File: config.mk
export PLATFORM = sky130hd
export DESIGN_NAME = updown_step_counter
export DESIGN_NICKNAME = d
export VERILOG_FILES = /design/src/rtl/updown_step_counter.sv
export SDC_FILE = /design/constraint.sdc
export NUM_CORES = 1
export LEC_CHECK = 0
export CAP_MARGIN = 20
export CORE_MARGIN = 5
export CORE_UTILIZATION = 35
export DETAILED_ROUTE_END_ITERATION = 10
export SETUP_SLACK_MARGIN = 0.3
export SLEW_MARGIN = 5
export SYNTH_ARGS = -nofsm -noshare
export SYNTH_HDL_FRONTEND = slang
export SYNTH_SLANG_ARGS = --single-unit
File: constraint.sdc
create_clock -name clk -period 1.63 [get_ports clk]
set_input_delay 0.326 -clock clk [delete_from_list [all_inputs] [get_ports clk]]
set_output_delay 0.326 -clock clk [all_outputs]
set_load 0.01 [all_outputs]
File: src/rtl/updown_step_counter.sv
// Up/down step counter: +UP_STEP when mode=1, -DN_STEP when mode=0, with preset/load and one-cycle ovf/unf pulses.
// Define UDSC_SAT_EN to honour the sat input (clamp at the bounds); otherwise the counter always wraps.
module updown_step_counter #(
  parameter int unsigned           WIDTH      = 5,
  parameter int unsigned           UP_STEP    = 3,
  parameter int unsigned           DN_STEP    = 2,
  parameter logic [WIDTH-1:0]      PRESET_VAL = '1
) (
  input  logic             clk,
  input  logic             reset,
  input  logic             preset,
  input  logic             load,
  input  logic [WIDTH-1:0] load_val,
  input  logic             en,
  input  logic             mode,
  input  logic             sat,
  output logic [WIDTH-1:0] count,
  output logic             ovf,
  output logic             unf
);

  localparam logic [WIDTH:0]   UP_EXT = UP_STEP[WIDTH:0];
  localparam logic [WIDTH-1:0] DN_W   = DN_STEP[WIDTH-1:0];

  logic [WIDTH:0]   up_sum;
  logic             up_ovf;
  logic             dn_unf;
  logic [WIDTH-1:0] dn_diff;
  logic [WIDTH-1:0] up_next;
  logic [WIDTH-1:0] dn_next;

  // The carry out of the WIDTH+1 bit sum is exactly the overflow condition.
  assign up_sum  = {1'b0, count} + UP_EXT;
  assign up_ovf  = up_sum[WIDTH];
  assign dn_unf  = (count < DN_W);
  assign dn_diff = count - DN_W;

`ifdef UDSC_SAT_EN
  assign up_next = (up_ovf && sat) ? {WIDTH{1'b1}} : up_sum[WIDTH-1:0];
  assign dn_next = (dn_unf && sat) ? {WIDTH{1'b0}} : dn_diff;
`else
  logic unused_sat;
  assign unused_sat = sat;
  assign up_next    = up_sum[WIDTH-1:0];
  assign dn_next    = dn_diff;
`endif

  always_ff @(posedge clk or negedge reset) begin
    if (!reset) begin
      count <= '0;
      ovf   <= 1'b0;
      unf   <= 1'b0;
    end else if (preset) begin
      count <= PRESET_VAL;
      ovf   <= 1'b0;
      unf   <= 1'b0;
    end else if (load) begin
      count <= load_val;
      ovf   <= 1'b0;
      unf   <= 1'b0;
    end else if (en) begin
      // Flags report the bound crossing even when the value is clamped.
      if (mode) begin
        count <= up_next;
        ovf   <= up_ovf;
        unf   <= 1'b0;
      end else begin
        count <= dn_next;
        ovf   <= 1'b0;
        unf   <= dn_unf;
      end
    end else begin
      ovf <= 1'b0;
      unf <= 1'b0;
    end
  end

endmodule

[Word level (Yosys, flattened, before mapping)]
Cells that the tools add are included.
Widths: inputs -> output; s select.
Storage, ports and cells
  output and inout bits: 7
  logic and storage cells: 19
  bits in registers: 7
  input bits: 12
Cells by class
  mux-type cells: 12
  $lt $le $gt $ge: 1
  $add $sub $neg: 2
  reduce and logical (&&, ||, !) cells: 1
Operator list (number)
  $mux 5: 4
  $mux 1: 8
  $add 5x2->6 const B: 1
  $lt 5x2->1 const B: 1
  $sub 5x2->5 const B: 1
  $reduce_bool 3->1: 1

[Longest topological paths before layout]
  depth after elaboration: 5
  mapped depth: 5
  gate-level depth less buffers: 5

[Worst setup path before layout]
OpenSTA, ideal clock, no wires.
  path type: register to register
  from: reg count[1]
  to: reg count[3]
  arrival time: 1269 ps
  stages on the path, launching flop included: 6
  clock period less this slack: 1363 ps
  setup slack: 267 ps
  path through: dfrtp_1 > inv_1 > ha_1 > a21oi_1 > a2111oi_2 > a211oi_1
On the way
  word-level cells in the longest chain between the ends: 5
  elaborated cells between the ends (all ways): 6
  classes of those cells: add/sub: 2; mux: 4
RTL lines
  start: declaration: line 17  | output logic [WIDTH-1:0] count,
  start signal: assignment: line 58  | count <= load_val;
  start signal: assignment: line 64  | count <= up_next;
  start signal: assignment: line 68  | count <= dn_next;
  $sub 5x2->5 / $add 5x2->6 (equally long branches): line 36, 33
  $mux 5 (*): line 63  | if (mode) begin
  $mux 5 (*): line 61  | end else if (en) begin
  $mux 5 (*): line 57  | end else if (load) begin
  $mux 5 (*): line 53  | end else if (preset) begin
Every way passes the cells marked *; elsewhere a longest branch is shown, timed or not. The select of a mux whose other input is x is not followed.
A chain may end at the register's enable or synchronous reset.

[Worst setup path after layout]
  from: reg count[1]
  to: out count[1]
No word-level cell between the ends.

==> run_results.csv <==
group,metric,value,unit
worst_setup_path,critPathMaxStageDelay,450,ps
worst_setup_path,worstPathMaxFanout,6,
layout,fillers,139,
route,viasPerCell,5.44,
power_and_ir_drop,p_comb_frac,0.341,
sta,hold_viol,0,
place,dp.cells,91,
place,hpwl,989,um
route,wl_per_cell,14.1,um
place,place_congestion,0.767,
synth,avgSynthCellArea,9.74,sq um
sta,slew_headroom,0.757,
synth,yosysTopAreaCellShare,0.327,
worst_setup_path,cp_slowest_cell,"dfrtp_2",
clock_tree,cts_max_level,1,
layout,syn2layout_area_growth,67.5,%
synth,synthCells,55,
outcome,status,"finished, final reports clean",
synth,ys_ff_latch,7,
layout,nets,102,
clock_tree,cts_hold_buffers,0,
sta,finalSetupViolCount,0,
synth,netlist_top_cells_area,"dfrtp_1 33%, ha_1 9.3%, a21oi_1 4.7%, mux2i_1 3.7%, nor3_1 2.8%",
synth,syn_nets,71,
die,start_util,0.364,
place,port_buffers,17,
route,ant_nets,0,
global_routing,grtUsageTotal,0.131,
die,die_width,49.1,um
sta,rsz0062_at_grt,"true",
clock_tree,cts_buffer_depth,2,
worst_setup_path,arrival,1010,ps
clock_tree,clock_sinks,7,
power_and_ir_drop,power_leakage,0.389,nW
worst_setup_path,r2r_end,"count[4]$_DFFE_PN0P_",
route,drt_iter0_markers,6,
sta,setup_tns,0,ps
die,fp.coreArea,1470,sq um
flow_run,cap_violations,0,
die,die-area,2410,sq um
power_and_ir_drop,power_density,612,nW/um^2
die,dieHeight,49.1,um
worst_setup_path,cp_num_buf_inv,1,
power_and_ir_drop,internal-power,381,uW
worst_setup_path,cp_top_family,"flip-flops",
layout,num_antenna_cells,0,
worst_setup_path,startpoint_type,"flip-flop",
global_routing,grt_pass1_wl,2430,um
worst_setup_path,r2r_start,"count[1]$_DFFE_PN0P_",
clock_tree,cts.clk_slew.worst_paths,60,ps
synth,ys_warn_count,0,
worst_hold_path,min_path_type,"in2async",
route,firstDrtPassIters,4,
worst_setup_path,crit_required,1300,ps
synth,synth_top_area_cell,"dfrtp_1",
clock_tree,cts_root_buf,"clkbuf_4",
worst_setup_path,worstSetupPathType,"reg2out",
route,routed_wl,1430,um
clock_tree,insertion_delay,260,ps
global_routing,antenna_found_initial,0,
synth,synth_cell_types,32,
power_and_ir_drop,clockPowerShare,0.300,
worst_setup_path,r2r_slack,290,ps
power_and_ir_drop,ir_drop,466,uV
synth,netlist_area,536,sq um
worst_setup_path,path_cells,"dlygate4sd2_1",
clock_tree,cts_made_buffers,3,
layout,final_core_util,0.610,
power_and_ir_drop,p_seq_frac,0.358,
route,drc,0,
worst_setup_path,worst_setup_path_end_kind,"primary output",
layout,fin_cells,101,
power_and_ir_drop,p_total,549,uW
sta,tightest_slew,363,ps
power_and_ir_drop,swShare,0.306,
power_and_ir_drop,switchingPower,168,uW
clock_tree,cts_tree,"yes",
global_routing,grt_max_degree,10,
sta,finClkSkew,3.23,ps
sta,drv_slew,0,
worst_setup_path,worst_r2r_path_depth,5,
route,num_vias,549,
sta,fmax,748,MHz
die,num_rows,14,
sta,finalCritPeriodShare,0.820,
global_routing,grt_overflow,0,
synth,ys_seq_area_frac,0.327,
die,ios,19,
sta,fin_crit,1340,ps
global_routing,grt_pass1_vias,528,
layout,final_layout_size_suffix_gt1_frac,0.376,
## routing by layer
layer	vias to the layer above	global-route usage	wire (um)
met4	0	0.0538	23
met3	4	0.0795	138
met2	19	0.200	655
met1	262	0.144	608
met5	-	0	0
li1	264	-	-
## cell type report
| cell class | instances | area, sq um | area share |
|---|---|---|---|
| Multi-Input combinational cell | 41 | 375 | 0.418 |
| Timing Repair Buffer | 30 | 283 | 0.315 |
| Sequential cell | 7 | 179 | 0.199 |
| Clock buffer | 4 | 26.3 | 0.0293 |
| Tap cell | 16 | 20.0 | 0.0223 |
| Inverter | 3 | 13.8 | 0.0153 |
## through the flow
step                      hold slack, ps  cell area [sq um]  setup slack (ps)
after floorplan                     30.4                537               318
after global placement               618                748              43.0
after detailed placement             618                748              48.6
after CTS                            351                880               161
after global routing                 359                897               208
final                                344                897               293
## cell usage after synthesis
master	instances
dfrtp_1	7
a21oi_1	5
ha_1	4
inv_1	3
nor3_1	3
a21o_1	2
buf_4	2
mux2i_1	2
nand2b_1	2
nor3b_1	2
o21ai_1	2
a2111oi_2	1
a211oi_1	1
a21boi_1	1
and4_1	1
and4b_1	1
buf_2	1
buf_6	1
nand2_1	1
nand2b_2	1
nand3_1	1
nand3b_1	1
nand4_1	1
nor2_1	1
nor2b_1	1
nor4_1	1
nor4_2	1
o2111ai_1	1
o21bai_1	1
o31ai_2	1
o32ai_1	1
or2_4	1
## placed cells by master (no fill, tap or decap), types with 2 or more instances in the layout
| cell | n |
|---|---|
| dfrtp_2 | 3 |
| clkdlybuf4s50_1 | 9 |
| clkbuf_4 | 3 |
| buf_4 | 11 |
| nand2b_1 | 2 |
| nor3_1 | 3 |
| a21oi_1 | 4 |
| dlymetal6s2s_1 | 2 |
| ha_1 | 2 |
| dfrtp_1 | 4 |
| a21o_1 | 2 |
| inv_1 | 2 |
| mux2i_1 | 2 |
| dlygate4sd2_1 | 5 |
| ha_4 | 2 |
## logic make-up (layout without fill, tap and decap cells)
| family | count (synthesis) | in the layout | share of synthesized area |
|---|---|---|---|
| flops | 7 | 7 | 0.327 |
| buf+inv | 7 | 37 | 0.0794 |
| mux | 2 | 2 | 0.0374 |
| compound gates | 16 | 16 | 0.220 |
| fa+ha+maj | 4 | 4 | 0.0935 |
| simple gates | 19 | 19 | 0.243 |
## timing repair
action,CTS,global route
pin swaps,3,0
gates resized for setup,17,6
endpoints found under the setup margin,9,7
cloned,0,0
setup buffers,6,0
## flip-flops by register name, summed over array words and instances (netlist names)
signal / cells
count: 5
ovf: 1
unf: 1
## worst max path at each step
stage	slack, ps	cells after the start	to	startpoint
2_1_floorplan	320	4	count[3]$_DFFE_PN0P_	count[2]$_DFFE_PN0P_
3_3_place_gp	40	4	count[3]$_DFFE_PN0P_	mode
3_5_place_dp	50	4	count[3]$_DFFE_PN0P_	mode
4_1_cts	160	1	count[2]	count[2]$_DFFE_PN0P_
5_1_grt	210	5	count[4]$_DFFE_PN0P_	count[1]$_DFFE_PN0P_
6_report	290	1	count[1]	count[1]$_DFFE_PN0P_
## power groups by stage
stage | logic, mW | clock network, mW | registers [mW]
6_report | 0.187 | 0.165 | 0.197
5_1_grt | 0.203 | 0.188 | 0.199
4_1_cts | 0.183 | 0.171 | 0.195
3_5_place_dp | 0.142 | 0 | 0.206
3_3_place_gp | 0.140 | 0 | 0.206
2_1_floorplan | 0.0686 | 0 | 0.208
No activity file was read; power rests on OpenSTA's default activity.
